===== src/rtl/regfile_wb_arbiter_pkg.sv =====
// regfile_wb_arbiter_pkg: shared widths and writeback request type for the writeback arbiter
package regfile_wb_arbiter_pkg;
  localparam int REG_ADDR_W = 5;
  localparam int XLEN = 32;
  localparam int NUM_REGS = 32;
  typedef struct packed {
    logic                  valid;
    logic [REG_ADDR_W-1:0] addr;
    logic [XLEN-1:0]       data;
  } wb_req_t;
endpackage


===== src/rtl/wb_scoreboard.sv =====
// wb_scoreboard: pending-write vector for in-flight mul/div destinations and issue hazard stall
// Ports: clk, rst_n (async active-low); issue_*_i describe the issuing instruction;
// clr_valid_i/clr_addr_i mark an MD writeback transfer; issue_stall_o is the combinational hazard stall.
module wb_scoreboard
  import regfile_wb_arbiter_pkg::*;
(
  input  logic                  clk,
  input  logic                  rst_n,
  input  logic                  issue_valid_i,
  input  logic                  issue_md_i,
  input  logic [REG_ADDR_W-1:0] issue_rd_i,
  input  logic [REG_ADDR_W-1:0] issue_rs1_i,
  input  logic [REG_ADDR_W-1:0] issue_rs2_i,
  input  logic                  clr_valid_i,
  input  logic [REG_ADDR_W-1:0] clr_addr_i,
  output logic                  issue_stall_o
);
  logic [NUM_REGS-1:1] pending_q, pending_d;
  logic [NUM_REGS-1:0] live;
  logic                fire;
  // x0 is never tracked, so it reads as not pending
  assign live = {pending_q, 1'b0};
  assign issue_stall_o = issue_valid_i & (live[issue_rs1_i] | live[issue_rs2_i] | live[issue_rd_i]);
  assign fire = issue_valid_i & issue_md_i & ~issue_stall_o & (issue_rd_i != '0);
  // set has priority over a same-cycle clear of the same register
  always_comb begin
    pending_d = pending_q;
    for (int i = 1; i < NUM_REGS; i++)
      pending_d[i] = (fire && issue_rd_i == REG_ADDR_W'(i)) ||
                     (pending_q[i] && !(clr_valid_i && clr_addr_i == REG_ADDR_W'(i)));
  end
  always_ff @(posedge clk or negedge rst_n)
    if (!rst_n) pending_q <= '0;
    else        pending_q <= pending_d;
endmodule


===== src/rtl/regfile_wb_arbiter.sv =====
// regfile_wb_arbiter: arbitrates ALU and mul/div writebacks onto one register file write port
// Ports: clk, rst_n (async active-low); alu_valid/addr/data + alu_ready and md_valid/addr/data + md_ready
// are valid/ready writeback requests; rf_we/rf_waddr/rf_wdata is the registered write port (latency 1);
// issue_* describe the issuing instruction and issue_stall is the hazard stall.
// Optional feature: define WB_SCOREBOARD_EN to add the pending-write scoreboard; otherwise issue_stall is 0.
module regfile_wb_arbiter
  import regfile_wb_arbiter_pkg::*;
#(
  parameter int STARVE_LIMIT = 4
) (
  input  logic                  clk,
  input  logic                  rst_n,
  input  logic                  alu_valid,
  input  logic [REG_ADDR_W-1:0] alu_addr,
  input  logic [XLEN-1:0]       alu_data,
  output logic                  alu_ready,
  input  logic                  md_valid,
  input  logic [REG_ADDR_W-1:0] md_addr,
  input  logic [XLEN-1:0]       md_data,
  output logic                  md_ready,
  output logic                  rf_we,
  output logic [REG_ADDR_W-1:0] rf_waddr,
  output logic [XLEN-1:0]       rf_wdata,
  input  logic                  issue_valid,
  input  logic                  issue_md,
  input  logic [REG_ADDR_W-1:0] issue_rd,
  input  logic [REG_ADDR_W-1:0] issue_rs1,
  input  logic [REG_ADDR_W-1:0] issue_rs2,
  output logic                  issue_stall
);
  localparam logic [3:0] LIMIT = 4'(STARVE_LIMIT);
  logic [3:0]            starve_q, starve_d;
  logic                  rf_we_q, rf_we_d;
  logic [REG_ADDR_W-1:0] rf_waddr_q, rf_waddr_d;
  logic [XLEN-1:0]       rf_wdata_q, rf_wdata_d;
  logic                  forced, alu_fire, md_fire;
  wb_req_t               win;
  // MD wins unconditionally once it has lost STARVE_LIMIT arbitrations in a row
  assign forced = md_valid & (starve_q == LIMIT);
  assign alu_ready = rst_n & alu_valid & ~forced;
  assign md_ready = rst_n & md_valid & (~alu_valid | forced);
  assign alu_fire = alu_valid & alu_ready;
  assign md_fire = md_valid & md_ready;
  // writes to x0 are accepted but never reach the register file, and the port holds its last value
  always_comb begin
    win.valid = alu_fire | md_fire;
    win.addr = alu_fire ? alu_addr : md_addr;
    win.data = alu_fire ? alu_data : md_data;
    rf_we_d = win.valid & (win.addr != '0);
    rf_waddr_d = rf_we_d ? win.addr : rf_waddr_q;
    rf_wdata_d = rf_we_d ? win.data : rf_wdata_q;
    starve_d = md_fire ? '0 : (md_valid && starve_q != LIMIT) ? starve_q + 4'd1 : starve_q;
  end
  always_ff @(posedge clk or negedge rst_n)
    if (!rst_n) begin
      starve_q <= '0;
      rf_we_q <= 1'b0;
      rf_waddr_q <= '0;
      rf_wdata_q <= '0;
    end else begin
      starve_q <= starve_d;
      rf_we_q <= rf_we_d;
      rf_waddr_q <= rf_waddr_d;
      rf_wdata_q <= rf_wdata_d;
    end
  assign rf_we = rf_we_q;
  assign rf_waddr = rf_waddr_q;
  assign rf_wdata = rf_wdata_q;
`ifdef WB_SCOREBOARD_EN
  wb_scoreboard u_sb (
    .clk          (clk),
    .rst_n        (rst_n),
    .issue_valid_i(issue_valid),
    .issue_md_i   (issue_md),
    .issue_rd_i   (issue_rd),
    .issue_rs1_i  (issue_rs1),
    .issue_rs2_i  (issue_rs2),
    .clr_valid_i  (md_fire),
    .clr_addr_i   (md_addr),
    .issue_stall_o(issue_stall)
  );
`else
  logic unused_issue;
  assign unused_issue = ^{issue_valid, issue_md, issue_rd, issue_rs1, issue_rs2};
  assign issue_stall = 1'b0;
`endif
endmodule


===== config.mk =====
export PLATFORM = sky130hd
export DESIGN_NAME = regfile_wb_arbiter
export DESIGN_NICKNAME = d
export VERILOG_FILES = /design/src/rtl/regfile_wb_arbiter_pkg.sv /design/src/rtl/wb_scoreboard.sv /design/src/rtl/regfile_wb_arbiter.sv
export SDC_FILE = /design/constraint.sdc
export NUM_CORES = 1
export LEC_CHECK = 0
export CAP_MARGIN = 20
export CORE_UTILIZATION = 35
export DETAILED_ROUTE_END_ITERATION = 7
export GPL_TIMING_DRIVEN = 0
export HOLD_SLACK_MARGIN = 0.15
export PLACE_DENSITY = 0.77
export SLEW_MARGIN = 20
export SYNTH_ARGS = -nofsm -noshare
export SYNTH_HDL_FRONTEND = slang
export SYNTH_SLANG_ARGS = --single-unit

===== constraint.sdc =====
create_clock -name clk -period 1.65 [get_ports clk]
set_input_delay 0.495 -clock clk [delete_from_list [all_inputs] [get_ports clk]]
set_output_delay 0.495 -clock clk [all_outputs]
set_load 0.01 [all_outputs]

==> metrics.md <==
| Metric | Value |
|---|---|
| Drt via density | `5.16` |
| DRC violations left | `10` |
| Total clock sinks | `42` |
| Crit Path Class | `reg -> out` |
| Count of antenna diodes in the layout | `0` |
| Largest voltage drop on the vdd net | `between 500 and 600 uV` |
| Number of design-rule violations left by the first detailed-router iteration | `187` |
| Slowest library cell on the worst path | `dfrtp_1` |
| Comb power frac | `41.4%` |
| Setup repair after global routing missed its margin | `true` |
| Sum of net half-perimeters after detailed placement | `a little over 5000 um` |
| Signal arrival time at the worst endpoint | `1420 ps` |
| Result of the run | `complete, but fails checks` |
| Wire length of the first global-routing pass | `12800 um` |
| Tot GR Track Use | `between 20% and 30%` |
| Cell area power density | `813 nW/um^2` |
| Effective utilization at floorplan | `between 30% and 40%` |
| Number of levels in the clock H-tree | `2` |
| Die extent in x | `84.9 um` |
| Nets in the synthesized netlist | `373` |
| Final wirelength | `7770 um` |
| Area Growth Syn to Fin | `77.6%` |
| Number of failing setup endpoints in the final timing report | `38` |
| Clock edge transition at the registers on the reported setup and hold paths | `~80 ps` |
| Mapped Area | `2410 sq um` |
| Headroom to the max-slew limit | `about two fifths` |
| Ordered cell list for the critical path | `inv_2, ha_4, nand4b_1, buf_4, nand3_4, inv_4, buf_6` |
| Clock tree from TritonCTS | `done` |
| Number of max-cap violations | `0` |
| Delay contributed by the slowest stage of the critical path | `400 ps` |
| Internal power contribution | `2.36 mW` |
| Mean instance size in the synthesized netlist | `8.72 sq um` |
| Total CTS buffers | `5` |
| Share of cells above drive strength 1 | `21.4%` |
| Number of buffers on the longest clock path | `2` |
| Share of total power in the clock network | `18.1%` |
| Antenna Nets Post-Route | `0` |
| CP Data Required Time | `1150 ps` |
| WL/cell | `15.2 um` |
| Post-Route Skew | `2.48 ps` |
| Antenna violations before repair | `0` |
| Overflow after GRT | `0` |
| Critical path endpoint category | `primary output` |
| Pin slew with the least headroom to its limit | `903 ps` |
| Number of different library cells in the post-synthesis netlist | `33` |
| Min Clock Period, post-route | `1910 ps` |
| Sw power | `1.11 mW` |
| Part of the total power dissipated in sequential elements | `40.5%` |
| Delay-heaviest family, CP | `buffers and inverters` |
| Switching portion of total power | `between 30 and 40%` |
| Violations in the final reports | `design-rule violations, negative setup slack` |
| Count of input and output buffers | `116` |
| Leakage Power | `about 2.2 nW` |
| Max frequency | `roughly 520 MHz` |
| Fin crit share | `116%` |
| Via Count | `around 2600` |
| Synth Warn # | `0` |
| Number of rows created at floorplan | `29` |
| Floorplan core area | `6490 sq um` |
| Vias in the first global route | `2710` |
| Post-layout worst setup margin | `-260 ps` |
| Largest net degree at the start of global routing | `25` |
| Slew Viols, Final | `0` |
| Number of register bits inferred by synthesis | `42` |
| Die height | `84.9 um` |
| Pre-antenna DRT Iters | `8` |
| Die Outline Area | `7210 sq um` |
| Power Total | `~3.5 mW` |
| Root Buffer | `clkbuf_8` |
| I/O pins | `136` |
| Final-report hold violation count | `0` |
| Share of the yosys chip area belonging to registers | `43.7%` |
| Net count reported at finish | `531` |
| Synth Instances | `roughly 280` |
| Path category of the worst min-delay check | `in -> async` |
| Worst slack on hold paths | `216 ps` |
| Global placer's final weighted congestion | `0.795` |
| Clock latency on the worst-skew pair | `around 290 ps` |
| Worst setup SP type | `register` |
| Buffers and inverters on the worst path | `4` |
| Peak fanout along the critical path | `4` |
## flip-flops by register name, summed over array words and instances (netlist names)
signal    cells
rf_wdata     32
rf_waddr      5
starve_q      4
rf_we         1
## power by group through the flow
stage          Sequential (mW)  Combinational [mW]  Clock (mW)
2_1_floorplan             1.48               0.499           0
3_3_place_gp              1.42                1.22           0
3_5_place_dp              1.43                1.25           0
4_1_cts                   1.40                1.34       0.654
5_1_grt                   1.45                1.56       0.700
6_report                  1.41                1.44       0.630
## per-stage QoR
| stage | utilization [%] | setup slack [ps] | TNS (ps) | std cells | instance area, sq um |
|---|---|---|---|---|---|
| floorplan | - | -182 | -6010 | 276 | 2430 |
| global placement | 56.8 | -2900 | -170150 | 469 | 3690 |
| detailed placement | 57.1 | -968 | -32790 | 470 | 3710 |
| CTS | 63.0 | -316 | -8580 | 499 | 4090 |
| global route | 65.8 | -317 | -7990 | 511 | 4270 |
| finish | 65.8 | -260 | -6410 | 511 | 4270 |
## worst register-to-register path: stages, from the launching register on
cell,delay [ps]
dfrtp_1,370
inv_2,60
ha_4,150
nand4b_1,110
buf_4,120
a311oi_2,90
nand2b_4,220
buf_12,160
buf_8,120
a222oi_1,340
## placed cells by master, fill, tap and decap left out, drive strengths merged
cell type / instances
nand2: 37
dlymetal6s4s: 1
o2bb2ai: 2
xnor2: 1
dfrtp: 42
clkbuf: 14
nor3: 1
conb: 1
clkdlybuf4s15: 2
nand3b: 1
buf: 54
o21a: 1
a311oi: 1
o21ai: 1
or2: 1
clkdlybuf4s50: 65
nand2b: 1
or4: 2
mux2i: 2
ha: 2
xor2: 2
a222oi: 35
a211o: 1
and3: 1
inv: 74
nor2: 6
dlygate4sd2: 38
dlymetal6s2s: 2
nand4b: 1
nand3: 4
a21oi: 37
mux2: 1
## cell families (layout without fill, tap and decap cells)
kind of cell | count (synthesis) | after routing | share of synthesized area [%]
DFF | 42 | 42 | 43.7
and+or+nand+nor | 54 | 55 | 11.1
buffers and inverters | 93 | 250 | 17.2
AOI/OAI and AO/OA | 78 | 78 | 24.5
xor gates and xnor gates | 3 | 3 | 1.09
other | 1 | 1 | 0.156
muxes | 3 | 3 | 1.30
adders and majority gates | 2 | 2 | 1.04
## path summary, 6_finish.rpt
| check | from | to | slack (ps) | cells past startpoint |
|---|---|---|---|---|
| min reg2reg | rf_waddr[1] | rf_waddr[1] | 500 | 1 |
| max | starve_q[0] | alu_ready | -260 | 7 |
| max reg2reg | starve_q[0] | rf_wdata[24] | -180 | 9 |
| min in group clk | md_addr[4] | rf_waddr[4] | 440 | 3 |
| min | rst_n | rf_wdata[0] | 220 | 2 |
| max in group asynchronous | rst_n | rf_wdata[16] | 490 | 2 |
## repair_timing
item | 4_1_cts | 5_1_grt
endpoints found under the setup margin | 77 | 60
hold buffers | 1 | 0
setup buffers | 20 | 18
cloned | 6 | 1
endpoints found under the hold margin | 18 | 0
resized for setup | 107 | 45
pin swaps | 34 | 27
## area by class of cell
cell class / instances / area (sq um)
buffer: 15 / 169
clock buffer: 7 / 76.3
fill: 560 / 2220
inverter: 74 / 280
multi-input combinational: 142 / 1070
sequential: 42 / 1050
tap: 77 / 96.3
timing repair buffer: 154 / 1530
## routing by layer
layer	GRT usage [%]	up-vias	wire, um
li1	-	1271	-
met1	28.4	1265	3400
met2	38.0	87	3840
met3	4.09	14	388
met4	6.16	0	146
met5	0	-	0
## synthesized netlist by cell type
cell	number	area (sq um)
o2bb2ai_1	2	17.5
a211o_1	1	8.76
nor2_1	4	15.0
clkbuf_1	5	18.8
mux2i_1	2	20.0
a21oi_1	37	185
ha_1	2	25.0
nand4b_1	1	8.76
nor3_2	1	10.0
nand2_1	37	139
nand3_1	3	15.0
inv_1	73	274
clkbuf_2	1	5.00
or4_4	2	22.5
and3_1	1	6.26
nand2b_1	1	6.26
xor2_1	2	17.5
a222oi_1	35	350
nand3b_1	1	7.51
mux2_2	1	11.3
dfrtp_1	42	1050
nor2_8	1	20.0
o21a_1	1	7.51
o21ai_0	1	5.00
buf_4	1	7.51
a311oi_2	1	15.0
inv_2	1	3.75
nand3_2	1	10.0
xnor2_1	1	8.76
buf_6	7	78.8
conb_1	1	3.75
buf_2	5	25.0
or2_1	1	6.26
No activity file was read; power rests on OpenSTA's default activity.
==> variant, RTL diff (config.mk and constraints unchanged) <==
`rf_wdata_q` no longer has a reset.
--- a/src/rtl/regfile_wb_arbiter.sv
+++ b/src/rtl/regfile_wb_arbiter.sv
@@ -58,3 +58,2 @@
       rf_waddr_q <= '0;
-      rf_wdata_q <= '0;
     end else begin
@@ -63,4 +62,7 @@
       rf_waddr_q <= rf_waddr_d;
-      rf_wdata_q <= rf_wdata_d;
     end
+
+  always_ff @(posedge clk) begin
+    rf_wdata_q <= rf_wdata_d;
+  end
   assign rf_we = rf_we_q;
Behaviour: differs if rst_n is asserted again (counterexample within 4 cycles, from zero or initial values and one cycle with rst_n low); with rst_n held inactive, the same outputs for 10 cycles.
==> variant against the unedited design <==
The flow finishes with violations (setup timing); hold slack better by 280 ps; power down 1.5%; critical path depth shrank 1; clock skew increased by 4.0 ps; wire length down 32%; sequential cell count stayed put; worst setup slack improved by 88 ps; core utilization rose by 1.0 points; global-route usage is 4.0 points lower; register-to-register slack improved by 60 ps; non-clock buffer count down 31; synthesized area down 17%; sequential share of layout area rose by 8.3 points; design area fell by 14%; critical path type is now input port to flip-flop; critical endpoint is now rf_wdata[31]; largest power group is now registers.
==> variant: results (changes against the unedited design) <==
* Cells after Synth at 133 (-52%)
* R2r setup slk at -120 ps (+60 ps)
* First-pass GRT wire length at 8220 µm (-36%)
* Violated checks: setup timing
* Fillers at 409 (-27%)
* Seq/Total Area, Yosys at 0.606 (+0.169)
* Top cells by count, synth: edfxtp_1 (32), mux2_2 (32), dfrtp_1 (10)
* Synth top area cells: edfxtp_1 (48%), mux2_2 (18%), dfrtp_1 (13%)
* FF+latch area at 1210 µm² (+15%)
* Buffering overhead at 0.372 (-0.0255)
* 1st-iter DRT viols at 70 (-63%)
* Inverters at 12 (-84%)
* CP startpoint: alu_addr[1]
* Leakage power at 1.63 nW (-27%)
* Share of layout cells above drive strength 1 at 0.336 (+0.121)
* Syn avg cell area at 15.0 µm² (+72%)
* Setup TNS at -8260 ps (-1850 ps)
* CP endpoint: rf_wdata[31]
* 1st-pass router iterations at 4 (-4)
* Worst min-delay path class: flip-flop to flip-flop
* Comb_multi_in at 77 (-46%)
* DP Wirelength at 3570 µm (-31%)
* GRT Total Usage at 0.180 (-0.0400)
* Cell depth of the worst flop-to-flop path at 7 (-2)
* Worst EP arrival at 1870 ps (+450 ps)
* M1 GR Usage at 0.194 (-0.0898)
* Final setup margin at -172 ps (+87.7 ps)
* Ant. Diodes at 0 (unchanged)
* Post-synth EDFFs at 32 (+32)
* Max IR drop VDD at 0.635 mV (+19%)
* Final nets at 373 (-30%)
* Buffers outside the clock class at 138 (-18%)
* Final Skew at 6.47 ps (+3.99 ps)
* Vias in the first global route at 1754 (-35%)
* Vias per Instance at 4.73 (-8.3%)
* Area of the multi-input gates at 800 µm² (-25%)
* RR Endpoint: rf_wdata[5]
* Status: complete, but fails checks
* Seq/total area at 0.329 (+0.0833)
* Synth Area in Compound Gates at 0.0783 (-0.167)
* CP Max Fanout at 8 (+4)
* Hold Slack at 492 ps (+276 ps)
* Setup-failing EPs final at 68 (+79%)
* Met3 Use GR at 0.0506 (+0.00973)
* Largest net degree at the start of global routing at 14 (-44%)
* Adder-Cell Fraction of Synth Area at 0.0125 (+0.00212)
* Placed cell area at 3270 µm² (-12%)
* Final clock-cell share at 0.0316 (+0.0138)
* Mux share of post-synthesis cell area at 0.185 (+0.172)
* Synth unique cells at 37 (+12%)
* RePlAce Congestion at 0.766 (-3.7%)
* Asr flop ratio synth at 0.238 (-0.762)
* Dpl cells at 321 (-32%)
* DR vias at 1652 (-37%)
-- variant: repair_timing --
action / 4_1_cts / 5_1_grt
gates resized for setup: 95 / 21
pin swaps: 8 / 5
setup endpoints to repair: 98 / 88
setup buffers: 14 / 2
endpoints found under the hold margin: 10 / 0
hold buffers: 1 / 0
gates cloned: 4 / 0
-- variant: report_power, final --
| group | switching, mW | internal, mW |
|---|---|---|
| logic | 0.490 | 0.684 |
| registers | 0.0904 | 1.34 |
| clock network | 0.329 | 0.493 |
| total | 0.910 | 2.51 |
-- variant: critical path, cell delays in order --
cell and delay, ps:
clkdlybuf4s15_1 190, or4_4 520, nor2_4 160, a2bb2oi_4 250
buf_12 200, inv_12 50
-- variant: layer usage --
layer  routed length, µm  vias to the layer above  part of all wire
li1                    -                      798                 -
met5                   0                        -                 0
met1                2040                      769              0.39
met3                 367                        6             0.070
met4                  78                        0             0.015
met2                2790                       79              0.53
